--- config.mk ---
export PLATFORM = sky130hd
export DESIGN_NAME = spi_cfg_slave
export DESIGN_NICKNAME = d
export VERILOG_FILES = /design/src/rtl/spi_cfg_pkg.sv /design/src/rtl/spi_sync_edge.sv /design/src/rtl/spi_cfg_slave.sv
export SDC_FILE = /design/constraint.sdc
export NUM_CORES = 1
export LEC_CHECK = 0
export ABC_AREA = 1
export CAP_MARGIN = 20
export CORE_UTILIZATION = 50
export CTS_CLUSTER_DIAMETER = 60
export DETAILED_ROUTE_END_ITERATION = 12
export MAX_ROUTING_LAYER = met4
export PLACE_DENSITY = 0.74
export SETUP_SLACK_MARGIN = 0.05
export SLEW_MARGIN = 20
export SYNTH_ARGS = -nofsm -noshare
export SYNTH_HDL_FRONTEND = slang
export SYNTH_SLANG_ARGS = --single-unit
export TNS_END_PERCENT = 5
--- constraint.sdc ---
create_clock -name fpga_0_clk_1_sys_clk_pin -period 8.05 [get_ports fpga_0_clk_1_sys_clk_pin]
set_clock_uncertainty 0.1 [all_clocks]
set_input_delay 1.2075 -clock fpga_0_clk_1_sys_clk_pin [delete_from_list [all_inputs] [get_ports fpga_0_clk_1_sys_clk_pin]]
set_output_delay 1.2075 -clock fpga_0_clk_1_sys_clk_pin [all_outputs]
set_load 0.05 [all_outputs]
--- src/rtl/spi_cfg_pkg.sv ---
// Shared definitions for the SPI configuration slave: FSM encoding,
// instruction word layout and transfer-length codes.
package spi_cfg_pkg;

  localparam logic [1:0] ST_IDLE  = 2'd0;
  localparam logic [1:0] ST_INSTR = 2'd1;
  localparam logic [1:0] ST_DATA  = 2'd2;
  localparam logic [1:0] ST_DRAIN = 2'd3;

  // Transfer-length codes carried in instruction bits 14:13
  localparam logic [1:0] W_1B     = 2'b00;
  localparam logic [1:0] W_2B     = 2'b01;
  localparam logic [1:0] W_3B     = 2'b10;
  localparam logic [1:0] W_STREAM = 2'b11;

  localparam int        ADDR_W     = 13;
  localparam logic [3:0] INSTR_LAST = 4'd15;
  localparam logic [2:0] BYTE_LAST  = 3'd7;

  // Instruction word, MSB first on the wire: bit15 R/nW, 14:13 W, 12:0 address
  typedef struct packed {
    logic              rnw;
    logic [1:0]        wcode;
    logic [ADDR_W-1:0] addr;
  } instr_t;

  // True when the byte just completed is the last one the W code allows
  function automatic logic last_byte(input logic [1:0] wcode, input logic [1:0] byte_cnt);
    case (wcode)
      W_1B:     return byte_cnt == 2'd0;
      W_2B:     return byte_cnt == 2'd1;
      W_3B:     return byte_cnt == 2'd2;
      W_STREAM: return 1'b0;
    endcase
  endfunction

endpackage

--- src/rtl/spi_sync_edge.sv ---
// Two-flop synchronizer with rise/fall detection on the synchronized level.
module spi_sync_edge (
  input  logic clk,
  input  logic rst,
  input  logic d,
  output logic q,
  output logic rise,
  output logic fall
);

  logic meta, prev;

  // Synchronizer chain plus one delayed copy for edge detection
  always_ff @(posedge clk or posedge rst) begin
    if (rst) begin
      meta <= 1'b0;
      q    <= 1'b0;
      prev <= 1'b0;
    end else begin
      meta <= d;
      q    <= meta;
      prev <= q;
    end
  end

  assign rise = q & ~prev;
  assign fall = ~q & prev;

endmodule

--- src/rtl/spi_cfg_slave.sv ---
// SPI mode-0 slave giving a master read/write access to a small bank of
// 8-bit configuration registers. Register 0 reads back as CHIP_ID.
module spi_cfg_slave
  import spi_cfg_pkg::*;
#(
  parameter int         NUM_REGS = 16,
  parameter logic [7:0] CHIP_ID  = 8'h30
) (
  input  logic                    fpga_0_clk_1_sys_clk_pin,
  input  logic                    fpga_0_rst_1_sys_rst_pin,
  input  logic                    spi_sck_i,
  input  logic                    spi_ss_n_i,
  input  logic                    spi_mosi_i,
  output logic                    spi_miso_o,
  output logic                    spi_miso_oe_o,
  output logic                    reg_wr_stb_o,
  output logic [ADDR_W-1:0]       reg_wr_addr_o,
  output logic [7:0]              reg_wr_data_o,
  output logic [8*NUM_REGS-1:0]   regs_o
);

  localparam int AW = (NUM_REGS > 1) ? $clog2(NUM_REGS) : 1;

  logic clk, rst;
  assign clk = fpga_0_clk_1_sys_clk_pin;
  assign rst = fpga_0_rst_1_sys_rst_pin;

  // Lane 0 = SCK, 1 = SS_n, 2 = MOSI. SS resets low so a frame already in
  // progress at reset release is not mistaken for a new one.
  logic [2:0] sync_q, sync_rise, sync_fall;
  spi_sync_edge u_sync [2:0] (
    .clk  (clk),
    .rst  (rst),
    .d    ({spi_mosi_i, spi_ss_n_i, spi_sck_i}),
    .q    (sync_q),
    .rise (sync_rise),
    .fall (sync_fall)
  );

  logic ss_hi, mosi, sck_rise, sck_fall, ss_fall;
  assign ss_hi    = sync_q[1];
  assign mosi     = sync_q[2];
  assign sck_rise = sync_rise[0] & ~ss_hi;
  assign sck_fall = sync_fall[0] & ~ss_hi;
  assign ss_fall  = sync_fall[1];

  logic unused_sync;
  assign unused_sync = ^{sync_q[0], sync_rise[2:1], sync_fall[2]};

  logic [1:0]        state;
  logic [3:0]        bit_cnt;
  logic [1:0]        byte_cnt;
  logic [14:0]       instr_sr;
  logic [6:0]        rx_sr;
  logic [7:0]        tx_sr;
  logic              miso_q;
  logic              rnw;
  logic [1:0]        wcode;
  logic [ADDR_W-1:0] addr;
  logic [NUM_REGS-1:0][7:0] regs;

  instr_t            ins;
  logic [7:0]        rx_byte;
  logic [ADDR_W-1:0] addr_nxt;
  logic              byte_done, wr_commit, wr_hit;

  assign ins       = instr_t'({instr_sr, mosi});
  assign rx_byte   = {rx_sr, mosi};
  assign addr_nxt  = addr + 1'b1;
  assign byte_done = (state == ST_DATA) && sck_rise && (bit_cnt[2:0] == BYTE_LAST);
  assign wr_commit = byte_done && !rnw;
  assign wr_hit    = (addr != '0) && (addr < ADDR_W'(NUM_REGS));

  function automatic logic [7:0] rd_byte(input logic [ADDR_W-1:0] a);
    if (a == '0)                         return CHIP_ID;
    else if (a < ADDR_W'(NUM_REGS))      return regs[a[AW-1:0]];
    else                                 return 8'h00;
  endfunction

  // Frame sequencing, shift registers and write strobe; SS high wins over any edge
  always_ff @(posedge clk or posedge rst) begin
    if (rst) begin
      state         <= ST_IDLE;
      bit_cnt       <= '0;
      byte_cnt      <= '0;
      instr_sr      <= '0;
      rx_sr         <= '0;
      tx_sr         <= '0;
      miso_q        <= 1'b0;
      rnw           <= 1'b0;
      wcode         <= '0;
      addr          <= '0;
      reg_wr_stb_o  <= 1'b0;
      reg_wr_addr_o <= '0;
      reg_wr_data_o <= '0;
    end else begin
      reg_wr_stb_o <= 1'b0;
      if (ss_hi) begin
        state    <= ST_IDLE;
        bit_cnt  <= '0;
        byte_cnt <= '0;
        instr_sr <= '0;
        rx_sr    <= '0;
        tx_sr    <= '0;
        miso_q   <= 1'b0;
      end else begin
        case (state)
          ST_IDLE: if (ss_fall) begin
            state   <= ST_INSTR;
            bit_cnt <= '0;
          end
          ST_INSTR: if (sck_rise) begin
            instr_sr <= {instr_sr[13:0], mosi};
            bit_cnt  <= bit_cnt + 1'b1;
            if (bit_cnt == INSTR_LAST) begin
              state    <= ST_DATA;
              bit_cnt  <= '0;
              byte_cnt <= '0;
              rnw      <= ins.rnw;
              wcode    <= ins.wcode;
              addr     <= ins.addr;
              if (ins.rnw) tx_sr <= rd_byte(ins.addr);
            end
          end
          ST_DATA: begin
            if (sck_rise) begin
              rx_sr   <= rx_byte[6:0];
              bit_cnt <= bit_cnt + 1'b1;
              if (byte_done) begin
                bit_cnt  <= '0;
                byte_cnt <= byte_cnt + 1'b1;
                addr     <= addr_nxt;
                if (rnw) tx_sr <= rd_byte(addr_nxt);
                else begin
                  reg_wr_stb_o  <= 1'b1;
                  reg_wr_addr_o <= addr;
                  reg_wr_data_o <= rx_byte;
                end
                if (last_byte(wcode, byte_cnt)) state <= ST_DRAIN;
              end
            end
            if (sck_fall && rnw) begin
              miso_q <= tx_sr[7];
              tx_sr  <= {tx_sr[6:0], 1'b0};
            end
          end
          default: ;  // DRAIN: every SCK edge is ignored until SS rises
        endcase
      end
    end
  end

  // Register file update, in the same cycle the strobe goes out
  always_ff @(posedge clk or posedge rst) begin
    if (rst) regs <= '0;
    else if (wr_commit && wr_hit) regs[addr[AW-1:0]] <= rx_byte;
  end

  assign regs_o        = regs;
  assign spi_miso_oe_o = (state == ST_DATA) && rnw;
  assign spi_miso_o    = spi_miso_oe_o & miso_q;

endmodule

# ---- Word level (Yosys, flattened, before mapping)
# Index checks and enable logic that the tools add are counted.
# Widths: inputs -> output; s select.
dict set report word_totals {
  out_inout_bits 152
  word_cells 177
  inputBits 5
  ff_bits 213
}
dict set report classes {
  reduce_logical 32
  eq_ne 23
  bitwise 10
  addsub 3
  n_lt_le_gt_ge 7
  mux 65
}
# op n
set ops {}
lappend ops {{$bwmux 128} 1}
lappend ops {{$mux 8} 15}
lappend ops {{$bmux 8 s4} 2}
lappend ops {{$mux 13} 4}
lappend ops {{$mux 15} 3}
lappend ops {{$lt 13x5->1 const B} 3}
lappend ops {{$demux 8 s4} 1}
lappend ops {{$logic_not 13->1} 2}
lappend ops {{$pmux 13 s2} 1}
lappend ops {{$mux 2} 12}
lappend ops {{$mux 4} 6}
lappend ops {{$mux 7} 3}
lappend ops {{$ne 3x2->1 const B} 7}
lappend ops {{$pmux 8 s2} 1}
lappend ops {{$lt 4x5->1 const B} 3}
lappend ops {{$reduce_and 7->1} 2}
lappend ops {{$add 13x1->13 const B} 1}
lappend ops {{$reduce_bool 13->1} 1}
lappend ops {{$mux 1} 12}
lappend ops {{$ne 4x3->1 const B} 3}
lappend ops {{$pmux 4 s3} 1}
lappend ops {{$reduce_and 5->1} 2}
lappend ops {{$reduce_bool 2->1} 5}
lappend ops {{$eq 2x2->1 const B} 4}
lappend ops {{20 further kinds} 45}

# ---- Longest topological paths before layout
# Gate-level depths: netlist (run 1).
dict set report depth {
  word_depth 14
  mapped_depth 18
  mapped_depth_nobuf 14
}

# ---- Cells and area by module
# From an unflattened synthesis (run 1), not the netlist that was laid out.
dict set report unflattened {
  cells_unflattened 1444
  area_unflattened_um2 11167.0
}
# mod seq_area_each_um2 n_inst cells_each area_per_inst_um2
set modules_own_cells {}
lappend modules_own_cells {spi_cfg_slave 5129.9 1 1420 10885.4}
lappend modules_own_cells {spi_sync_edge 75.1 3 8 93.8}

# ---- Worst setup path before layout (run 1)
# Ideal clock, no wire load.
dict set report synth_timing {
  path_kind {register -> output}
  startpoint {reg state[0]}
  endpoint {out spi_miso_o}
  t_required_ps 6743
  arrival_time_ps 1755
  path_stages_with_launch 7
  setup_slack_ps 4987
  path_cell_list {dfrtp_1 inv_1 ha_1 buf_4 clkbuf_1 nand2_1 nor2_1}
}
dict set report synth_via {
  elab_chain_len 3
}
# item line_no
set synth_lines {}
lappend synth_lines {{start, declared} spi_cfg_slave.sv:50} ;# logic [1:0] state;
lappend synth_lines {{start signal, assigned} spi_cfg_slave.sv:83} ;# state <= ST_IDLE;
lappend synth_lines {{start signal, assigned} spi_cfg_slave.sv:99} ;# state <= ST_IDLE;
lappend synth_lines {{start signal, assigned} spi_cfg_slave.sv:109} ;# state <= ST_INSTR;
lappend synth_lines {{$eq 2x2->1} spi_cfg_slave.sv:160} ;# assign spi_miso_oe_o = (state == ST_DATA) && rnw;
lappend synth_lines {{$logic_and 1x1->1} spi_cfg_slave.sv:160}
lappend synth_lines {{$and 1x1->1} spi_cfg_slave.sv:161} ;# assign spi_miso_o = spi_miso_oe_o & miso_q;
lappend synth_lines {{end, declared} spi_cfg_slave.sv:14} ;# output logic spi_miso_o,
# No other way between the ends.

# ---- Worst setup path in the final report (run 1)
dict set report layout_timing {
  startpoint {reg state[0]}
  endpoint {reg regs, in the netlist regs_o[104]}
}
dict set report layout_via {
  elab_chain_len 5
}
# item line_no
set layout_lines {}
lappend layout_lines {{$eq 2x2->1} spi_cfg_slave.sv:70} ;# assign byte_done = (state == ST_DATA) && sck_rise && (bit_cnt[2:0] == BYTE_LAST);
lappend layout_lines {{$logic_and 1x1->1 (2 in series)} spi_cfg_slave.sv:70}
lappend layout_lines {{$logic_and 1x1->1} spi_cfg_slave.sv:71} ;# assign wr_commit = byte_done && !rnw;
lappend layout_lines {{$logic_and 1x1->1} spi_cfg_slave.sv:156} ;# else if (wr_commit && wr_hit) regs[addr[AW-1:0]] <= rx_byte;
lappend layout_lines {{end signal, assigned by index} spi_cfg_slave.sv:156}
lappend layout_lines {{end, declared} spi_cfg_slave.sv:60} ;# logic [NUM_REGS-1:0][7:0] regs;
# No other way between the ends.
# A chain may end at the register's enable or synchronous reset.

==> results of run 1 <==
[stage by stage]
stage                     cells  hold WS (ns)  setup slack, ns
after floorplan            1491        0.2312           0.9199
after global placement     1839        0.2318            4.279
after detailed placement   1839        0.2379            4.064
after CTS                  1882        0.2508            3.978
after global routing       1883        0.2530            3.529
final                      1883        0.2486            3.890
[flip-flops by register name (all words and copies together) (netlist names), 2 cells and up]
signal         count
bit_cnt            4
u_sync.prev        2
rx_sr              7
reg_wr_addr_o     13
tx_sr              8
instr_sr          15
addr              13
regs_o           128
byte_cnt           2
reg_wr_data_o      8
u_sync.q           3
state              2
wcode              2
u_sync.meta        3
[layout make-up]
| cell class | instances | area [um2] |
|---|---|---|
| Antenna cell | 1 | 2.502 |
| Clock buffer | 34 | 729.5 |
| Clock inverter | 9 | 101.3 |
| Fill cell | 1914 | 8232 |
| Inverter | 160 | 608.1 |
| Multi-Input combinational cell | 1023 | 4851 |
| Sequential cell | 213 | 5335 |
| Tap cell | 280 | 350.3 |
| Timing Repair Buffer | 163 | 1614 |
[worst max-delay path: stages, from the launching register on]
cell and delay [ns]:
dfrtp_1 0.39, inv_1 0.09, ha_1 0.60, inv_2 0.26, nor2_2 0.25, nand2_1 0.11
nor2_2 0.12, inv_2 0.25, nor3_4 0.37, nand2_1 0.49, nor2_1 0.71, nand2_1 0.15
o21ai_0 0.15
[metal layers]
metal	GRT usage	vias to the layer above
met5	-	-
met4	0.1805	0
met3	0.04157	109
met2	0.4872	611
met1	0.4653	5084
li1	-	5123
[final timing paths]
| kind | slack [ns] | cells past startpoint | end |
|---|---|---|---|
| max | 3.89 | 12 | regs_o[104] |
| min | 0.25 | 0 | u_sync[1].q |
| max reg2reg | 3.89 | 12 | regs_o[104] |
| min reg2reg | 0.25 | 0 | u_sync[1].q |
| max in group asynchronous | 5.14 | 3 | tx_sr[2] |
| min in group asynchronous | 1.17 | 2 | rx_sr[1] |
[logic make-up after synthesis]
family	after synthesis
fa+ha+maj	12
compound gates	433
buf+inv	255
simple gates	576
flops	213
xor+xnor	2
[synthesized netlist by cell type, types with 3 or more instances]
cell type | number | area (um2)
nor2_2 | 12 | 75.07
o22ai_1 | 23 | 143.9
nand3_1 | 104 | 520.5
a21oi_1 | 107 | 535.5
o21ai_0 | 271 | 1356
nand2_2 | 3 | 18.77
ha_1 | 12 | 150.1
nand4_1 | 6 | 37.54
nand2_1 | 359 | 1348
nor2_1 | 73 | 274.0
o21ai_1 | 3 | 15.01
buf_1 | 9 | 33.78
and3_1 | 4 | 25.02
buf_2 | 16 | 80.08
nand3b_1 | 6 | 45.04
inv_1 | 154 | 578.1
o221ai_1 | 4 | 35.03
inv_2 | 4 | 15.01
clkbuf_1 | 69 | 259.0
o211ai_1 | 20 | 150.1
dfrtp_1 | 213 | 5330
nor3_1 | 5 | 25.02
[report_power, final]
group | total [W] | switching [W] | internal [W]
Sequential | 0.00116 | 0.0000429 | 0.00112
Combinational | 0.000938 | 0.000666 | 0.000272
Clock | 0.00115 | 0.000455 | 0.000693
==> impl_results.md, run 1 <==
- Status: completed
- Max-slew headroom: 0.3387
- Drt via density: 5.803
- Hold Crit Start: u_sync[1].meta
- Critical path startpoint: state[0]
- Post_cts resized: 0
- Cell Rows: 54
- Commonest non-fill, non-tap cell in the layout: nand2_1
- H-tree levels: 1
- TritonCTS buffer count: 24
- First-pass GRT wire length: 56960 um
- Top routing layer used: met4
- Synth Area in Compound Gates: 0.2040
- Layout cells sized above 1: 0.04557
- Die width: 151.4 um
- Period utilisation layout: 0.5168
- Crit end category: register
- Hold buffers post-CTS: 0
- Seq/Total Area, Yosys: 0.4777
- DR WL/cell: 19.68 um
- EDFF count, synth: 0
- P_leak: 5.885 nW
- DIE HEIGHT: 151.4 um
- I/O Pins: 157
- Fin. max-slew vios: 0
- Number of distinct library cells after synthesis: 32
- Largest net degree at the start of global routing: 140
- Initial antenna violation count: 1
- Worst-path fanout max: 43
- PortBufs: 156
- Post-detail-place hpwl: 25110 um
- Buffers inserted by post-CTS timing repair: 0
- Largest family of logic cells by synthesized area: simple AND/OR/NAND/NOR gates
- WP data required: 8.37 ns
- CTS tree: yes
- GR Util All Layers: 0.3383
- Final nets: 1602
- Mapped cell area: 11160 um2
- WL met2: 16130 um
- Synth warn: 0
- Router iterations before antenna repair: 6
- Crit path kind: reg2reg
- Vias in the first global route: 9984
- Final WL: 37050 um
- Power density over the cells: 238.7 nW/um2
- Final Util: 0.6228
- Post-synth ARST share: 1.000
- Worst skew pair latency: 0.53 ns
- GRT overflow: 0
- Synth Net Count: 1508
- Max Cap Violations: 0
- Core ar.: 21820 um2
- Worst-margin pin slew: 0.9919 ns
- Area share of xor/xnor cells in the synthesized design: 0.001570
- Top FF cell, synth: dfrtp_1
- Metal-1 WL: 15440 um
- Crit path DAT: 4.48 ns
- Final Power: 0.003244 W
- Post-synthesis cell count: 1491
- Critical path startpoint category: register
- RSZ-0062 raised after global routing: no
- Post-Synth Adder-Cell Area: 0.01346
- Clk sinks: 213
- #FFs+latches synth: 213
- Clock buffer depth: 3
- Placed inst area: 12750 um2
- Post-synthesis mux area share: 0
- Via count: 10927
- DRC violations left: 0
- DRT iter0 DRCs: 1083
- Placer congestion estimate: 0.9215
- Avg Cell Area, Syn: 7.484 um2
- Fin crit period: 4.160 ns
- Final setup vio count: 0
- Final instance area: 13590 um2
- Synth Area in Simple Gates: 0.2154
- Clock-pin slew on the worst setup and hold paths: 0.06 ns
- Area Growth Syn to Fin: 21.81%
- Initial core utilization: 0.5113
- Peak VDD IR: 158.0 uV
- Post-route ant nets: 0
- Final Hold Fails: 0
- RR Startpoint: state[0]
- DR WL met3: 3493 um
- Commonest non-fill, non-tap cells in the layout: nand2_1, o21ai_0, dfrtp_1
- CTS root buffer: clkbuf_16
- Setup TNS: 0 ns
- Hold crit path type: reg2reg
- Max Fclk: 0.2404 GHz
- Die ar.: 22920 um2
No activity file was read; power rests on OpenSTA's default activity.
==> inputs of run 2 (changes only) <==
- PLACE_DENSITY: 0.74 -> 0.77
- clock period: 8.05 -> 3.65 ns (I/O delays scaled with it)
==> impl_results.md, run 2 (synthesis gave the netlist of run 1 again) <==
- I/O Pins: 157
- Via count: 11143
- DRC violations left: 0
- Post_cts resized: 0
- Area Growth Syn to Fin: 23.18%
- Fin. max-slew vios: 0
- Crit path kind: reg2reg
- Fill count: 1888
- GRT overflow: 0
- PortBufs: 156
- Number of flip-flops in the largest register: 128
- Area of the multi-input gates: 4851 um2
- Core ar.: 21820 um2
- H-tree levels: 1
- Critical path startpoint category: register
- Period utilisation layout: 0.8634
- Worst path slowest cell: nor2_1
- CTS root buffer: clkbuf_16
- Worst skew pair latency: 0.54 ns
- Worst-margin pin slew: 0.9336 ns
- Initial core utilization: 0.5113
- Placer congestion estimate: 0.9499
- Critical-path cell list: inv_1 -> ha_1 -> inv_2 -> nor2_2 -> nand2_1 -> nor2_2 -> inv_2 -> nor3_4 -> nand2_1 -> buf_4 -> nor2_1 -> o21ai_0
- Placed inst area: 12860 um2
- Die ar.: 22920 um2
- Peak VDD IR: 430.3 uV
- Layout cells sized above 1: 0.05384
- Vias in the first global route: 10234
- PnR worst setup slack: 0.4987 ns
- DRT iter0 DRCs: 1283
- Bufs and invs on worst path: 4
- CTS tree: yes
- Grt met3 use: 0.05572
- Final WL: 37130 um
- Final Hold Fails: 0
- Hold crit path type: reg2reg
- Commonest non-fill, non-tap cell in the layout: nand2_1
- Final instance area: 13740 um2
- Area occupied by registers: 5335 um2
- Internal cell power: 0.004724 W
- DIE HEIGHT: 151.4 um
- Die width: 151.4 um
- Comb pwr share: 0.289
- Post-route ant nets: 0
- Crit end category: register
- Final setup vio count: 0
- P_leak: 5.959 nW
- Largest net degree at the start of global routing: 98
- Max Cap Violations: 0
- Cell Rows: 54
- Sw frac: 0.3589
- Commonest non-fill, non-tap cells in the layout: nand2_1, o21ai_0, dfrtp_1
- Worst-path fanout max: 43
- First-pass GRT wire length: 57370 um
- Clock-pin slew on the worst setup and hold paths: 0.06 ns
- Clock power share: 0.364
- Drt via density: 5.877
- Setup TNS: 0 ns
- Met2 Usage GRT: 0.5034
- Power share of the sequential group: 0.347
- Crit path DAT: 3.41 ns
- Max Fclk: 0.3173 GHz
- Router iterations before antenna repair: 6
- Antenna cells: 0
- Top delay family on crit path: simple AND/OR/NAND/NOR gates
- Buffers inserted by post-CTS timing repair: 0
- Power density over the cells: 536.1 nW/um2
- Clk sinks: 213
- Worst path max stage delay: 0.55 ns
- Sw power: 0.002644 W
- RSZ-0062 raised after global routing: no
- Fin crit period: 3.151 ns
- Met1 usage: 0.4644
- Initial antenna violation count: 0
- GR Util All Layers: 0.3398
- Clock buffer depth: 3
- Max-slew headroom: 0.3776
- Hold buffers post-CTS: 0
- TritonCTS buffer count: 24
- Status: completed
- DR WL/cell: 19.58 um
- WP data required: 3.91 ns
- Grt peak-use layer: met2
- Final Util: 0.6298
- Final nets: 1615
- Post-detail-place hpwl: 25470 um
- Setup WS pre-CTS: 0.5631 ns
[run 2: cell types whose count changed in the layout (fill, tap and decap cells not counted), moves of 3 or more]
cell        before  now
bufinv_16        2    5
clkbuf_8         7    3
buf_4            7   19
clkinvlp_4       1    4
[run 2: power by group through the flow]
stage	Clock, W	Sequential [W]	Combinational, W
global placement	0	0.00259	0.00204
global route	0.00279	0.00256	0.00235
finish	0.00268	0.00255	0.00213
detailed placement	0	0.00259	0.00206
CTS	0.00270	0.00255	0.00208
floorplan	0	0.00255	0.00152
[run 2: final cells by class]
class	instances	area share
inverter	160	0.04397
timing repair buffer	176	0.1254
sequential	213	0.3882
multi-input combinational	1023	0.3529
clock buffer	28	0.04697
clock inverter	16	0.01702
tap	280	0.02549
[run 2: layer usage]
metal,share of wire,routed length [um]
met5,0,0
met4,0.042,1564
met3,0.11,3964
met2,0.44,16520
met1,0.41,15080
[run 2: through the flow]
| step | instances | power (W) | hold slack [ns] |
|---|---|---|---|
| after floorplan | 1491 | 0.004070 | 0.2312 |
| after global placement | 1852 | 0.004623 | 0.2358 |
| after detailed placement | 1852 | 0.004648 | 0.2347 |
| after CTS | 1896 | 0.007331 | 0.2478 |
| after global routing | 1896 | 0.007713 | 0.2533 |
| final | 1896 | 0.007368 | 0.2466 |
[run 2: worst paths after layout]
check | start | endpoint | slack [ns] | cells after the start
setup / recovery | state[0] | regs_o[41] | 0.50 | 12
hold / removal | u_sync[0].meta | u_sync[0].q | 0.25 | 0
setup reg to reg | state[0] | regs_o[41] | 0.50 | 12
hold reg to reg | u_sync[0].meta | u_sync[0].q | 0.25 | 0
max in group asynchronous | fpga_0_rst_1_sys_rst_pin | regs_o[42] | 2.21 | 3
min in group asynchronous | fpga_0_rst_1_sys_rst_pin | u_sync[2].meta | 0.31 | 2
==> inputs of run 3 (changes only) <==
- ABC_AREA: 1 -> unset
- PLACE_DENSITY: 0.77 -> 0.78
- SLEW_MARGIN: 20 -> 25
==> impl_results.md, run 3 <==
- Area Growth Syn to Fin: 23.36%
- Area contributors post-synth: dfrtp_1, mux2_2, mux4_2, mux2i_1, nand2_1
- First-pass GRT wire length: 49100 um
- Number of flip-flops in the largest register: 128
- RR Startpoint: addr[0]
- Sw power: 0.001967 W
- Top routing layer used: met4
- Max Cap Violations: 0
- Setup WS pre-CTS: 0.6588 ns
- Metal-1 WL: 12460 um
- Worst-path fanout max: 12
- Critical path startpoint: state[0]
- EDFF count, synth: 0
- R2R Path End: tx_sr[3]
- Via count: 8420
- Core ar.: 21960 um2
- Avg Cell Area, Syn: 12.11 um2
- Post_cts resized: 0
- Failing checks: design-rule violations
- Reg2Reg Depth: 7
- Placer congestion estimate: 0.9126
- Mapped cell area: 11280 um2
- GR Util All Layers: 0.2797
- Cell Count Post-Placement: 1323
- Hold buffers post-CTS: 0
- WL met2: 15470 um
- CTS root buffer: clkbuf_16
- Clk sinks: 213
- Fin crit period: 3.091 ns
- Power density over the cells: 459.3 nW/um2
- TritonCTS buffer count: 25
- Cell Rows: 54
- Commonest non-fill, non-tap cell in the layout: dfrtp_1
- Worst skew pair latency: 0.52 ns
- DIE HEIGHT: 152.2 um
- Post-synth top area cell: dfrtp_1
- Crit path kind: reg2out
- Buffers inserted by post-CTS timing repair: 0
- Commonest non-fill, non-tap cells in the layout: dfrtp_1, clkdlybuf4s50_1, mux2_2
- Critical-path cell list: inv_1 -> ha_1 -> and3_1 -> clkdlybuf4s50_1
- Synth Net Count: 949
- Fin. max-slew vios: 0
- Worst path max stage delay: 0.81 ns
- Synth warn: 0
- Clock-pin slew on the worst setup and hold paths: 0.06 ns
- Post-synth ARST share: 1.000
- WP data required: 3.00 ns
- Final setup vio count: 0
- Period utilisation layout: 0.8469
- Top FF cell, synth: dfrtp_1
- CTS tree: yes
- Top delay family on crit path: buffers and inverters
- Worst path slowest cell: clkdlybuf4s50_1
- DR WL met3: 1912 um
- Levels on crit path: 4
- Max-slew headroom: 0.3161
- Die ar.: 23170 um2
- Final Hold Fails: 0
- Number of distinct library cells after synthesis: 65
- CP endpoint: spi_miso_o
- Clock buffer depth: 3
- Peak VDD IR: 294.5 uV
- Critical path startpoint category: register
- I/O Pins: 157
- Final nets: 1087
- Internal cell power: 0.004426 W
- Seq/Total Area, Yosys: 0.4724
- Bufs and invs on worst path: 2
- Drt via density: 6.159
- Worst-margin pin slew: 1.021 ns
- Largest net degree at the start of global routing: 69
- Vias in the first global route: 8419
- Initial core utilization: 0.5138
- PortBufs: 156
- Antenna cells: 0
- Clock power share: 0.382
- Comb pwr share: 0.209
- Crit path DAT: 2.44 ns
- Post-synthesis cell count: 932
- DRC violations left: 5
- Most numerous cell in the Yosys netlist: dfrtp_1
- Worst R2R Setup Slack: 0.60 ns
- Top cells by count, synth: dfrtp_1, mux2_2, nand2_1
- Status: finished with violations
- Post-detail-place hpwl: 21420 um
- Initial antenna violation count: 0
- DR WL/cell: 22.51 um
- Post-route ant nets: 0
- H-tree levels: 1
- DRT iter0 DRCs: 630
- Crit end category: primary output
- Final Util: 0.6339
- Router iterations before antenna repair: 9
- Final Non-Filler Cells: 1367
- Layout cells sized above 1: 0.2594
- Final Power: 0.006394 W
- RSZ-0062 raised after global routing: no
- P_leak: 6.053 nW
- Final WL: 30770 um
- Power share of the sequential group: 0.410
- GRT overflow: 0
- Fill count: 1689
- Die width: 152.2 um
- Top cell type's share of synthesized area: 0.4724
- Setup TNS: 0 ns
- Max Fclk: 0.3235 GHz
- Sw frac: 0.3077
- Hold crit path type: reg2reg
- #FFs+latches synth: 213
- PnR worst setup slack: 0.5590 ns
-- run 3: changes by cell type in the layout (fill, tap and decap cells not counted), sizes merged, moves of 21 or more --
cell / delta
a21oi: -79
mux2i: +41
mux4: +45
o21ai: -253
mux2: +138
o22ai: -21
nand3: -61
nand2: -264
nor2: -50
inv: -143
-- run 3: layer usage --
layer,vias to the layer above,global-route usage
li1,3734,-
met4,0,0.08552
met2,340,0.4573
met1,4291,0.3688
met5,-,-
met3,55,0.03072
-- run 3: power groups by stage --
stage | Combinational (W) | Sequential (W) | Clock, W
6_report | 0.00133 | 0.00262 | 0.00244
5_1_grt | 0.00146 | 0.00264 | 0.00257
4_1_cts | 0.00134 | 0.00262 | 0.00247
3_5_place_dp | 0.00133 | 0.00265 | 0
3_3_place_gp | 0.00132 | 0.00266 | 0
2_1_floorplan | 0.00106 | 0.00255 | 0
-- run 3: cell families (layout without fill, tap and decap cells) --
group	Yosys count	count (layout)	synth area share
AOI/OAI and AO/OA	141	141	0.09204
xor gates and xnor gates	8	8	0.007874
adders and majority gates	12	12	0.01331
buffers and inverters	96	251	0.03781
DFF	213	213	0.4724
muxes	224	224	0.2639
and+or+nand+nor	238	238	0.1127
-- run 3: worst min-delay path by stage --
stage / from / end / slack, ns / cells after the start
floorplan: u_sync[0].meta / u_sync[0].q / 0.23 / 0
global placement: u_sync[2].meta / u_sync[2].q / 0.23 / 0
detailed placement: u_sync[1].meta / u_sync[1].q / 0.24 / 0
CTS: u_sync[1].meta / u_sync[1].q / 0.25 / 0
global route: u_sync[1].meta / u_sync[1].q / 0.27 / 0
finish: u_sync[1].meta / u_sync[1].q / 0.25 / 0
-- run 3: stage by stage --
stage / hold slack [ns] / cell area [um2]
2_1_floorplan: 0.2312 / 11290
3_3_place_gp: 0.2338 / 13120
3_5_place_dp: 0.2364 / 13120
4_1_cts: 0.2503 / 13920
5_1_grt: 0.2683 / 13920
6_report: 0.2478 / 13920
-- run 3: area by class of cell --
class                           instances  area, um2  area share
Timing Repair Buffer                  190       1842      0.1323
Inverter                               17      67.56    0.004854
Tap cell                              280      350.3     0.02517
Clock buffer                           36      696.9     0.05007
Clock inverter                          8      102.6    0.007371
Sequential cell                       213       5334      0.3832
Multi-Input combinational cell        623       5527      0.3970
-- run 3: worst reg2reg max path, stage by stage, from the launching register on --
cell,delay (ns)
dfrtp_2,0.44
ha_1,0.40
xnor2_4,0.82
mux2i_1,0.20
a221oi_1,0.39
a32oi_1,0.18
o311ai_1,0.26
mux2_2,0.19
==> RTL change (config.mk and constraints of run 2) <==
Change the parameter `NUM_REGS` from 16 to 8.
--- a/src/rtl/spi_cfg_slave.sv
+++ b/src/rtl/spi_cfg_slave.sv
@@ -4,5 +4,5 @@
   import spi_cfg_pkg::*;
 #(
-  parameter int         NUM_REGS = 16,
+  parameter int         NUM_REGS = 8,
   parameter logic [7:0] CHIP_ID  = 8'h30
 ) (
Interface: changed (resized regs_o); port bits go from 157 to 93. The function was not compared with the original's and may differ.
==> RTL change against run 2 <==
Power decreased by 29%. Sequential power decreased by 25%. Synthesized area decreased by 31%. Clock power decreased by 35%. Wire length decreased by 42%. First-iteration DRC count decreased by 45%. Final area decreased by 32%. Critical endpoint is now regs_o[10]. Setup slack improved by 0.21 ns. Sequential cell count decreased by 64.
==> RTL change: results (changes against run 2) <==
metric,value,unit,change
placed_cell_area,8720,sq um,"was 12,900 sq um"
dp_hpwl,15100,um,"was 25,500 um"
min_period_over_period,80.5,%,was 86.3%
gr-usage-all-layers,29.6,%,was 34.0%
wl_met3,1540,um,was 3960 um
slowest_stage,dfrtp_1,,was nor2_1
first_pass_iters,5,,was 6
ff2ff_path_depth,14,,was 12
grt_use_met3,7.26,%,was 5.57%
leakage,0.00404,uW,was 0.00596 uW
postSynthCellCount,959,,"was 1,491"
clk_latency,0.44,ns,was 0.54 ns
comb_power_share,30.3,%,was 28.9%
first_global_vias,6785,,"was 10,234"
route.met2.wl,9940,um,"was 16,500 um"
pre_cts_ws,0.758,ns,was 0.563 ns
wl,21600,um,"was 37,100 um"
nets,1045,,"was 1,615"
fillers,1263,,"was 1,888"
vdd_drop_max,0.000414,V,was 0.000430 V
hold_slack,0.251,ns,was 0.247 ns
drt_iter0_markers,702,,"was 1,283"
grtUsageMet2,44.1,%,was 50.3%
r2r_slack,0.71,ns,was 0.50 ns
power_density,560,nW/um^2,was 536 nW/um^2
p_clk,1730,uW,was 2680 uW
outcome,completed,,unchanged
io_buffers,92,,was 156
grt_first_pass_wirelength,35500,um,"was 57,400 um"
gp_congestion,0.963,,was 0.950
p_sw_share,37.6,%,was 35.9%
max_slew_margin,31.3,%,was 37.8%
routed-via-count,7106,,"was 11,143"
cp_slowest_stage_delay,0.40,ns,was 0.55 ns
syn_nets,974,,"was 1,508"
via_per_inst,5.79,,was 5.88
drive_gt1_share,7.96,%,was 5.38%
ys_top_cells_by_count,"217 x nand2_1, 149 x dfrtp_1, 104 x o21ai_0, 84 x nor2_1, 77 x inv_1",,"was 359 x nand2_1, 271 x o21ai_0, 213 x dfrtp_1, 154 x inv_1, 107 x a21oi_1"
cts_buffers,17,,was 24
met1_usage,38.6,%,was 46.4%
whs_endpoint,u_sync[1].q,,was u_sync[0].q
timing.rr.end,regs_o[10],,was regs_o[41]
start_util,52.1,%,was 51.1%
largest_register_ffs,64,,was 128
clk_path_buf_depth,2,,was 3
## RTL change: changes by cell type in the layout (fill, tap and decap cells not counted), moves of 62 or more
cell             delta
a21oi_1            -71
clkdlybuf4s50_1    -64
dfrtp_1            -62
inv_1              -77
nand2_1           -142
o21ai_0           -167
o21ai_1            +70
## RTL change: cell type report
type	instances	area, sq um	share of cell area [%]
well taps	184	230	2.47
clock inverters	14	144	1.55
repair buffers	101	1010	10.9
multi-input cells	676	3430	36.8
flip-flops and latches	149	3730	40.1
inverters	85	325	3.50
clock buffers	18	439	4.72
## RTL change: logic make-up (layout without fill, tap and decap cells)
logic type / Yosys count / after routing / synth area share [%]
AOI/OAI and AO/OA: 270 / 270 / 19.3
and+or+nand+nor: 393 / 393 / 23.3
muxes: 2 / 2 / 0.260
adders and majority gates: 10 / 10 / 1.63
buffers and inverters: 134 / 218 / 6.95
DFF: 149 / 149 / 48.5
xor gates and xnor gates: 1 / 1 / 0.114
